<file path="src/rtl/contador_pkg.sv">
// Shared constants for the contador_nbits counter family: default geometry and
// the BCD digit geometry used by display counters.
package contador_pkg;

   localparam int WIDTH_DEF  = 4;
   localparam int MODULO_DEF = 2 ** WIDTH_DEF;

   localparam int BCD_WIDTH  = 4;
   localparam int BCD_MODULO = 10;

   // True when MODULO lies in the usable range for a WIDTH-bit counter.
   function automatic bit modulo_ok(input int width, input int modulo);
      return (width >= 1) && (modulo >= 2) && (modulo <= (2 ** width));
   endfunction

endpackage

</file>
<file path="src/rtl/contador_nbits_if.sv">
// Control/status bundle of contador_nbits. The `up` direction signal exists
// only when CONTADOR_UPDOWN_EN is defined.
interface contador_nbits_if
   import contador_pkg::*;
#(
   parameter int WIDTH = WIDTH_DEF
);
   logic             en;
   logic             load;
   logic [WIDTH-1:0] load_val;
`ifdef CONTADOR_UPDOWN_EN
   logic             up;
`endif
   logic [WIDTH-1:0] q;
   logic             tc;
   logic             wrap;

`ifdef CONTADOR_UPDOWN_EN
   modport master (output en, load, load_val, up, input q, tc, wrap);
   modport slave  (input en, load, load_val, up, output q, tc, wrap);
`else
   modport master (output en, load, load_val, input q, tc, wrap);
   modport slave  (input en, load, load_val, output q, tc, wrap);
`endif

endinterface

</file>
<file path="src/rtl/t_ff_sync.sv">
// T flip-flop with synchronous active-high reset and synchronous load;
// priority is rst > load > toggle.
module t_ff_sync (
   input  logic clk,
   input  logic rst,
   input  logic load,
   input  logic d,
   input  logic t,
   output logic q
);

   always_ff @(posedge clk) begin
      if (rst)
         q <= 1'b0;
      else if (load)
         q <= d;
      else if (t)
         q <= ~q;
   end

endmodule

</file>
<file path="src/rtl/contador_nbits.sv">
// WIDTH-bit synchronous modulo counter built from one T flip-flop per bit.
// Define CONTADOR_UPDOWN_EN to compile in the `up` port and down counting.
module contador_nbits
   import contador_pkg::*;
#(
   parameter int WIDTH  = WIDTH_DEF,
   parameter int MODULO = 2 ** WIDTH
) (
   input  logic clk,
   input  logic rst,
   contador_nbits_if.slave bus
);

   localparam logic [WIDTH:0]   MOD_W   = (WIDTH+1)'(MODULO);
   localparam logic [WIDTH-1:0] TERM_UP = WIDTH'(MODULO - 1);

   logic [WIDTH-1:0] q_int;
   logic [WIDTH-1:0] load_clamped;
   logic [WIDTH-1:0] ff_d;
   logic [WIDTH-1:0] tgl;
   logic [WIDTH-1:0] carry_src;
   logic [WIDTH-1:0] low_mask;
   logic             at_term;
   logic             wrap_step;
   logic             ff_load;
   logic             wrap_r;

   assign load_clamped = ({1'b0, bus.load_val} >= MOD_W) ? TERM_UP : bus.load_val;

`ifdef CONTADOR_UPDOWN_EN
   assign at_term   = bus.up ? (q_int == TERM_UP) : (q_int == '0);
   assign carry_src = bus.up ? q_int : ~q_int;
`else
   assign at_term   = (q_int == TERM_UP);
   assign carry_src = q_int;
`endif

   // Wraps (and the natural rollover) go through the synchronous load path,
   // so the toggle chain only has to handle in-range steps.
   assign wrap_step = bus.en & ~bus.load & at_term;
   assign ff_load   = bus.load | wrap_step;

   always_comb begin
      ff_d = '0;
      if (bus.load)
         ff_d = load_clamped;
`ifdef CONTADOR_UPDOWN_EN
      else if (!bus.up)
         ff_d = TERM_UP;
`endif
   end

   // Bit i toggles when every lower bit is 1 (up) or 0 (down).
   always_comb begin
      tgl      = '0;
      low_mask = '0;
      for (int i = 0; i < WIDTH; i++) begin
         low_mask = WIDTH'((64'd1 << i) - 64'd1);
         tgl[i]   = bus.en & ((carry_src & low_mask) == low_mask);
      end
   end

   for (genvar i = 0; i < WIDTH; i++) begin : g_bit
      t_ff_sync u_bit (
         .clk  (clk),
         .rst  (rst),
         .load (ff_load),
         .d    (ff_d[i]),
         .t    (tgl[i]),
         .q    (q_int[i])
      );
   end

   always_ff @(posedge clk) begin
      if (rst)
         wrap_r <= 1'b0;
      else
         wrap_r <= wrap_step;
   end

   assign bus.q    = q_int;
   assign bus.wrap = wrap_r;
   assign bus.tc   = bus.en & ~bus.load & ~rst & at_term;

endmodule
</file>
<file path="src/flat_wrapper.sv">
// flat-port wrapper written by rule: the top's interface ports become plain ports
module contador_nbits_flat import contador_pkg::*;
#(
   parameter int WIDTH  = WIDTH_DEF,
   parameter int MODULO = 2 ** WIDTH
)
  (clk, rst, bus_en, bus_load, bus_load_val, bus_q, bus_tc, bus_wrap);
  contador_nbits_if #(.WIDTH(WIDTH)) bus_i ();
  input  logic clk;
  input  logic rst;
  input wire logic [$bits(bus_i.en)-1:0] bus_en;
  input wire logic [$bits(bus_i.load)-1:0] bus_load;
  input wire logic [$bits(bus_i.load_val)-1:0] bus_load_val;
  output wire logic [$bits(bus_i.q)-1:0] bus_q;
  output wire logic [$bits(bus_i.tc)-1:0] bus_tc;
  output wire logic [$bits(bus_i.wrap)-1:0] bus_wrap;
  assign bus_i.en = bus_en;
  assign bus_i.load = bus_load;
  assign bus_i.load_val = bus_load_val;
  assign bus_q = bus_i.q;
  assign bus_tc = bus_i.tc;
  assign bus_wrap = bus_i.wrap;
  contador_nbits #(.WIDTH(WIDTH), .MODULO(MODULO)) u_core (.clk(clk), .rst(rst), .bus(bus_i));
endmodule
</file>
<file path="config.mk">
export PLATFORM = sky130hd
export DESIGN_NAME = contador_nbits_flat
export DESIGN_NICKNAME = d
export VERILOG_FILES = /design/src/rtl/contador_pkg.sv /design/src/rtl/contador_nbits_if.sv /design/src/rtl/t_ff_sync.sv /design/src/rtl/contador_nbits.sv /design/src/flat_wrapper.sv
export SDC_FILE = /design/constraint.sdc
export NUM_CORES = 1
export LEC_CHECK = 0
export ABC_AREA = 1
export BUFFER_PORTS_ARGS = -buffer_cell sky130_fd_sc_hd__buf_2
export CAP_MARGIN = 10
export CORE_AREA = 5 5 42 44
export CTS_CLUSTER_SIZE = 20
export DETAILED_ROUTE_END_ITERATION = 12
export DIE_AREA = 0 0 47 49
export PLACE_DENSITY = 0.51
export RECOVER_POWER = 100
export SYNTH_ARGS = -nofsm -noshare
export SYNTH_HDL_FRONTEND = slang
export SYNTH_SLANG_ARGS = --single-unit
</file>
<file path="constraint.sdc">
create_clock -name clk -period 1 [get_ports clk]
set_input_delay 0.2 -clock clk [delete_from_list [all_inputs] [get_ports clk]]
set_output_delay 0.2 -clock clk [all_outputs]
set_load 0.01 [all_outputs]
</file>
### Word-level counts from Yosys, hierarchy flattened

Index checks and enable logic that the tools add are counted.

| word-level totals | value |
|---|---|
| logic and storage cells | 35 |
| bits in registers | 5 |
| input port bits | 8 |
| output and inout bits | 6 |

| cells by class | value |
|---|---|
| bitwise logic cells | 14 |
| reduce and logical (&&, ||, !) cells | 4 |
| equal/unequal tests | 3 |
| muxes and demuxes | 9 |

Operators by type and width:

| kind | count |
|---|---|
| 1-bit 2-to-1 mux | 8 |
| 2-bit nonzero test | 4 |
| 1-bit bitwise AND | 7 |
| 1-bit inverter | 6 |
| 4-bit == test (second input constant) | 1 |
| 4-bit 2-to-1 mux | 1 |
| 3-bit == test (second input constant) | 1 |
| 2-bit == test (second input constant) | 1 |
| 1-bit bitwise OR | 1 |

### Depth between registers and ports, before layout

Gate-level depths: netlist of the first run.

| logic depth | value |
|---|---|
| depth after elaboration | 5 |
| mapped depth | 5 |
| gate-level depth less buffers | 5 |

### Modules after synthesis

A second synthesis of the first run with hierarchy kept.

| second synthesis, totals | value |
|---|---|
| cells, all modules | 62 |
| area, all modules | 345.3 um^2 |

Modules (own cells, without submodules):

| module | instances | seq. area each (um^2) | area an instance (um^2) | cells an instance |
|---|---|---|---|---|
| t_ff_sync | 4 | 20.0 | 55.1 | 9 |
| contador_nbits | 1 | 20.0 | 125.1 | 26 |

### Worst setup path before layout of the first run

OpenSTA, ideal clock, no wires.

| timing path | value |
|---|---|
| kind | reg-to-output |
| start | reg u_core.g_bit[0].u_bit.q |
| end | out bus_tc |
| slack | -91 ps |
| cell stages (with the launch flop) | 5 |
| data arrival time | 891 ps |
| buffers on the path | 0 |
| required time | 800 ps |
| path through | dfxtp_1 nand2_1 nor2_2 nand3_2 nor3_1 |

| between the ends | value |
|---|---|
| cells in the longest elaborated chain, start to end | 2 |

Ends and longest elaborated chain:

| item | line | source |
|---|---|---|
| from (decl) | t_ff_sync.sv:9 | `output logic q` |
| from (signal assigned) | t_ff_sync.sv:18 | `q <= ~q;` |
| 4-bit == test | contador_nbits.sv:34 | `assign at_term = (q_int == TERM_UP);` |
| 1-bit bitwise AND | contador_nbits.sv:83 | `assign bus.tc = bus.en & ~bus.load & ~rst & at_term;` |
| to (decl) | flat_wrapper.sv:15 | `output wire logic [$bits(bus_i.tc)-1:0] bus_tc;` |

Every way passes these cells.

### Worst setup path in the final report of the first run

| timing path | value |
|---|---|
| start | reg u_core.g_bit[1].u_bit.q |
| end | out bus_tc |

| between the ends | value |
|---|---|
| cells in the longest elaborated chain, start to end | 2 |

Ends and longest elaborated chain:

| item | line |
|---|---|
| from (decl) | t_ff_sync.sv:9 |
| from (signal assigned) | t_ff_sync.sv:18 |
| 4-bit == test | contador_nbits.sv:34 |
| 1-bit bitwise AND | contador_nbits.sv:83 |

Every way passes these cells.

==> results.tsv, run 1 <==
stage	metric	value	unit
status	status	finished, violations left	
status	violations	negative setup slack	
cts	clk_pin_slew_worst_paths	40	ps
global_route	antenna_found_initial	0	
cts	numCtsBuffers	3	
final_layout	n_antenna_cell	0	
final_layout	final_cell_mix	9 x buf_2, 5 x buf_6, 4 x o21ai_0, 4 x nand2_1	
floorplan	fp.dieW	47	um
placed_design	placed_area	363	sq um
global_route	grt_max_degree	9	
floorplan	die_area	2300	sq um
synthesis	ys_seq_elements	5	
cts	worstSkewPairLatency	240	ps
cts	cts_tree	done	
synthesis	synth.area.mux_share	0	%
timing	rsz0062_at_grt	yes	
worst_setup_path	cp_slowest_stage_delay	330	ps
floorplan	initial_utilization	18.5	%
cts	cts-root-buf	clkbuf_4	
synthesis	synth_top_area_share	38.6	%
global_route	grt_usage	6.06	%
worst_setup_path	crit_arrival	1070	ps
synthesis	ys_types	13	
power	power	0.000562	W
timing	tightest_slew	224	ps
final_layout	area_delta_synth_final	62.3	%
synthesis	ys_seq_area_share	38.6	%
timing	relSlewSlack	84.9	%
timing	skew	2.98	ps
timing	slew_violations	0	
placed_design	place_ws	-44.6	ps
worst_setup_path	path_cells	inv_2 > nor2_2 > nand3_2 > nor3_4 > buf_2	
detailed_routing	drt_iter0_markers	1	
detailed_routing	drt_first_pass_iters	2	
cts	cts_hold_buf	0	
final_layout	final_area	420	sq um
detailed_routing	drc	0	
min_path	hold_class	input pin to flop	
job	maxCapViolations	0	
floorplan	die_h	49	um
global_route	grt_overflow_total	0	
synthesis	yosys.area_share.simple	21.7	%
floorplan	ioPinCount	14	
synthesis	syn-cell-area	259	sq um
timing	fin_crit_sh	127	%
synthesis	synth_compound_area_share	15.5	%
final_layout	final_common_cell	buf_2	
placed_design	dp_hpwl	502	um
worst_setup_path	crit_slowest_cell	dfxtp_2	
worst_setup_path	crit_start	u_core.g_bit[1].u_bit.q$_SDFFE_PP0P_	
synthesis	synth_xor_xnor_area_share	6.76	%
cts	cts.sinks	5	
timing	setup_ws	-269	ps
synthesis	synthTopCellsByArea	dfxtp_1 39%, buf_4 12%, a21oi_1 7.7%	
timing	hold_viol_final	0	
timing	setup_viol	3	
final_layout	nets	61	
synthesis	synth_top_area_cell	dfxtp_1	
placed_design	port_buffers	13	
worst_setup_path	crit_buf_inv	2	
detailed_routing	via_per_inst	3.90	
cts	max-clock-path-buffers	2	
synthesis	synth_adder_area_share	0	%
worst_setup_path	crit_type	flop to primary output	
detailed_routing	vias	265	
synthesis	syn-num-nets	42	
worst_setup_path	r2r_start	u_core.g_bit[0].u_bit.q$_SDFFE_PP0P_	
worst_setup_path	reg2reg_depth	4	
synthesis	synthCells	34	
worst_setup_path	critPathCapture	bus_tc	
global_route	grt_pass1_wl	966	um
worst_setup_path	cp_max_fo	2	
worst_setup_path	cp.required	800	ps
floorplan	fp.coreArea	1400	sq um
final_layout	layout-drive-gt1-share	53.8	%
timing	final.min_clock_period	1270	ps
detailed_routing	wl_per_cell	9.06	um
worst_setup_path	crit_family	flip-flops	
global_route	grt_pass1_vias	257	
worst_setup_path	reg2reg_setup_slack	-20	ps
detailed_routing	wl	616	um
worst_setup_path	worst-path-stages	5	
worst_setup_path	worstSetupStartpointType	flop	
cts	cts.htree.levels	1	
worst_setup_path	timing.rr.end	u_core.g_bit[2].u_bit.q$_SDFFE_PP0P_	
timing	tns	-376	ps
power	ir_worst_vdd	489	uV
timing	fmax	788	MHz
placed_design	place.gp.congestion	0.672	
synthesis	ys_warn_count	0	
power	power.density	1340	nW/um^2
detailed_routing	ant_nets	0	
power	power.leakage	0.195	nW
synthesis	avgSynthCellArea	7.62	sq um
floorplan	fp-row-count	14	
worst_setup_path	worstSetupEndpointType	primary output	
synthesis	synth_top_family_by_area	simple AND/OR/NAND/NOR gates	
synthesized netlist by cell type:
cell type  count
a21oi_1        4
buf_4          4
dfxtp_1        5
inv_1          4
nand2_1        5
nand3_1        1
nand3_2        1
nand4_1        1
nor2_2         1
nor3_1         2
o21ai_0        4
xnor2_1        1
xor2_1         1
registers in the layout (all words and copies together) (netlist names):
name,flops
u_core.g_bit.u_bit.q,4
u_core.bus.wrap,1
worst min-delay path by stage:
stage / from / cells past startpoint / endpoint
floorplan: rst / 1 / u_core.bus.wrap$_SDFF_PP0_
global placement: rst / 2 / u_core.bus.wrap$_SDFF_PP0_
detailed placement: bus_load / 2 / u_core.bus.wrap$_SDFF_PP0_
CTS: rst / 2 / u_core.bus.wrap$_SDFF_PP0_
global route: rst / 2 / u_core.bus.wrap$_SDFF_PP0_
finish: bus_load / 2 / u_core.bus.wrap$_SDFF_PP0_
layout make-up:
cell class / count / area (sq um)
Tap cell: 16 / 20.0
Fill cell: 160 / 981
Clock buffer: 4 / 26.3
Multi-Input combinational cell: 21 / 131
Timing Repair Buffer: 18 / 124
Inverter: 4 / 15.0
Sequential cell: 5 / 104
routing by layer:
metal	global-route usage (%)	routed length, um	part of all wire [%]	vias up
met3	2.95	66	11	2
met2	6.33	265	43	11
met1	7.69	275	45	106
met5	0	0	0	-
li1	-	-	-	146
met4	6.91	9	1.5	0
timing repair:
action | CTS | global route
resized for setup | 7 | 5
gates cloned | 0 | 0
setup endpoints to repair | 4 | 6
setup buffers | 0 | 1
report_power, final:
| part | internal, W | switching, W |
|---|---|---|
| registers | 0.000215 | 0.00000927 |
| clock network | 0.000150 | 0.0000731 |
| logic | 0.0000587 | 0.0000551 |
| total | 0.000424 | 0.000137 |
cells by family after synthesis:
logic type	Yosys count
xor gates and xnor gates	2
buffers and inverters	8
DFF	5
AOI/OAI and AO/OA	8
and+or+nand+nor	11
per-stage QoR:
stage	hold slack [ps]	instances	utilization (%)
after floorplan	277	34	-
after global routing	196	68	30.0
after global placement	431	64	25.9
after CTS	175	68	29.6
after detailed placement	430	64	25.9
final	182	68	30.0
Note: power is estimated with default switching activity, not from simulation.
==> run 2, diff against run 1 <==
--- a/config.mk
+++ b/config.mk
@@ -6,7 +6,7 @@
 export NUM_CORES = 1
 export LEC_CHECK = 0
 export ABC_AREA = 1
-export BUFFER_PORTS_ARGS = -buffer_cell sky130_fd_sc_hd__buf_2
+export BUFFER_PORTS_ARGS = -buffer_cell sky130_fd_sc_hd__clkbuf_2
 export CAP_MARGIN = 10
 export CORE_AREA = 5 5 42 44
 export CTS_CLUSTER_SIZE = 20
==> constraint.sdc (replaced) <==
create_clock -name clk -period 1.6 [get_ports clk]
set_input_delay 0.32 -clock clk [delete_from_list [all_inputs] [get_ports clk]]
set_output_delay 0.32 -clock clk [all_outputs]
set_load 0.01 [all_outputs]
==> results.tsv, run 2 (synthesized netlist as in run 1, its figures left out) <==
stage	metric	value	unit	change
cts	cts-root-buf	clkbuf_4		unchanged
cts	clk_pin_slew_worst_paths	50	ps	was 40 ps
power	p_seq_share	42.7	%	was 40.0%
final_layout	nFillCells	171		was 160
detailed_routing	wl_per_cell	9.22	um	was 9.06 um
worst_setup_path	reg2reg_depth	5		was 4
final_layout	final_common_cell	clkbuf_2		was buf_2
worst_setup_path	crit_arrival	1130	ps	was 1070 ps
detailed_routing	wl	581	um	was 616 um
floorplan	fp.coreArea	1400	sq um	unchanged
power	switching_share	26.0	%	was 24.5%
timing	skew	6.04	ps	was 2.98 ps
worst_setup_path	cp_max_fo	5		was 2
global_route	grt_usage	6.13	%	was 6.06%
job	maxCapViolations	0		unchanged
final_layout	largest_reg_flops	4		unchanged
floorplan	fp.dieW	47	um	unchanged
global_route	grt_max_degree	9		unchanged
global_route	antenna_found_initial	0		unchanged
detailed_routing	drt_first_pass_iters	3		was 2
cts	numCtsBuffers	3		unchanged
floorplan	die_area	2300	sq um	unchanged
placed_design	place.gp.congestion	0.625		was 0.672
power	cell_internal_pwr	0.000248	W	was 0.000424 W
min_path	hold_class	input pin to flop		unchanged
floorplan	ioPinCount	14		unchanged
worst_setup_path	crit_type	flop to primary output		unchanged
cts	max-clock-path-buffers	2		unchanged
placed_design	dp_cells	59		was 64
worst_setup_path	critPathCapture	bus_tc		unchanged
floorplan	die_h	49	um	unchanged
global_route	grt_pass1_vias	245		was 257
timing	holdWs	281	ps	was 182 ps
final_layout	n_antenna_cell	0		unchanged
floorplan	initial_utilization	18.5	%	unchanged
worst_setup_path	worstSetupStartpointType	flop		unchanged
power	ir_worst_vdd	336	uV	was 489 uV
timing	fin_crit_sh	90.9	%	
power	p_sw	0.0000871	W	was 0.000137 W
placed_design	placed_area	314	sq um	was 363 sq um
timing	slew_violations	0		unchanged
worst_setup_path	crit_start	u_core.g_bit[0].u_bit.q$_SDFFE_PP0P_		was u_core.g_bit[1].u_bit.q$_SDFFE_PP0P_
worst_setup_path	timing.rr.end	u_core.g_bit[3].u_bit.q$_SDFFE_PP0P_		was u_core.g_bit[2].u_bit.q$_SDFFE_PP0P_
detailed_routing	vias	256		was 265
power	power.density	974	nW/um^2	was 1340 nW/um^2
cts	cts.sinks	5		unchanged
timing	tightest_slew	187	ps	was 224 ps
cts	cts_tree	done		unchanged
timing	relSlewSlack	87.5	%	was 84.9%
power	p_clk_share	43.9	%	was 39.8%
floorplan	fp-row-count	14		unchanged
detailed_routing	drt_iter0_markers	3		was 1
worst_setup_path	reg2reg_setup_slack	720	ps	was -20 ps
final_layout	final_area	344	sq um	was 420 sq um
timing	fmax	688	MHz	
final_layout	nets	56		was 61
worst_setup_path	worstSetupEndpointType	primary output		unchanged
final_layout	regMostFlops	u_core.g_bit.u_bit.q		unchanged
detailed_routing	via_per_inst	4.06		was 3.90
final_layout	layout-drive-gt1-share	38.3	%	was 53.8%
cts	cts.htree.levels	1		unchanged
timing	final.min_clock_period	1450	ps	
worst_setup_path	r2r_start	u_core.g_bit[0].u_bit.q$_SDFFE_PP0P_		unchanged
final_layout	final_cell_mix	10 x clkbuf_2, 5 x nand2_1		was 9 x buf_2, 5 x buf_6, 4 x o21ai_0, 4 x nand2_1
worst_setup_path	cp.required	1280	ps	was 800 ps
final_layout	stdcell_count	63		was 68
power	power.leakage	0.158	nW	was 0.195 nW
global_route	grt_overflow_total	0		unchanged
power	combPwrFrac	13.4	%	was 20.3%
timing	setup_viol	0		was 3
final_layout	area_delta_synth_final	32.9	%	was 62.3%
min_path	hp-start	rst		was bus_load
detailed_routing	drc	0		unchanged
cts	worstSkewPairLatency	240	ps	about the same
timing	hold_viol_final	0		unchanged
global_route	grt_pass1_wl	952	um	was 966 um
detailed_routing	ant_nets	0		unchanged
placed_design	dp_hpwl	461	um	was 502 um
status	status	finished clean		was finished, violations left
placed_design	port_buffers	13		unchanged
run 2: critical path, cell delays in order (launching register included):
cell      delay (ps)
dfxtp_2          360
nand2_1           90
nor2_2           100
nand3_2          100
nor3_2           110
clkbuf_2         150
run 2: metrics by stage:
step / util (%) / TNS, ps / total power (W) / setup slack (ps)
global route: 24.6 / -1.19 / 0.000361 / -1.19
floorplan: - / 0 / 0.000178 / 389
finish: 24.6 / 0 / 0.000335 / 146
CTS: 24.3 / 0 / 0.000341 / 29.7
detailed placement: 22.4 / 0 / 0.000190 / 268
global placement: 22.4 / 0 / 0.000191 / 246
run 2: worst min-delay path by stage:
stage               slack [ps]                          to  cells after the start
floorplan                  400  u_core.bus.wrap$_SDFF_PP0_                      1
global placement           500  u_core.bus.wrap$_SDFF_PP0_                      2
detailed placement         500  u_core.bus.wrap$_SDFF_PP0_                      2
CTS                        270  u_core.bus.wrap$_SDFF_PP0_                      2
global route               280  u_core.bus.wrap$_SDFF_PP0_                      2
finish                     280  u_core.bus.wrap$_SDFF_PP0_                      2
run 2: layout make-up:
type	instances	area (sq um)	area share (%)
tap	16	20.0	5.82
sequential	5	103	29.8
inverter	4	15.0	4.36
clock buffer	4	26.3	7.64
timing repair buffer	13	61.3	17.8
multi-input combinational	21	119	34.5
run 2: per-layer routing:
metal | share of wire [%] | global-route usage, % | vias to the layer above | routed length (um)
met4 | 6.2 | 6.91 | 0 | 36
met1 | 47 | 6.81 | 103 | 275
met5 | 0 | 0 | - | 0
met3 | 9.3 | 2.58 | 5 | 54
met2 | 37 | 7.69 | 14 | 215
li1 | - | - | 134 | -
run 2: power groups by stage:
stage,Combinational [W],Sequential [W],Clock [W]
4_1_cts,0.0000467,0.000142,0.000152
3_5_place_dp,0.0000461,0.000144,0
2_1_floorplan,0.0000354,0.000142,0
3_3_place_gp,0.0000465,0.000144,0
5_1_grt,0.0000520,0.000144,0.000166
6_report,0.0000449,0.000143,0.000147
run 2: timing repair:
action / 4_1_cts / 5_1_grt
buffers inserted: 0 / 0
setup endpoints to repair: 0 / 1
hold buffers: 0 / 0
gates resized for setup: 0 / 3
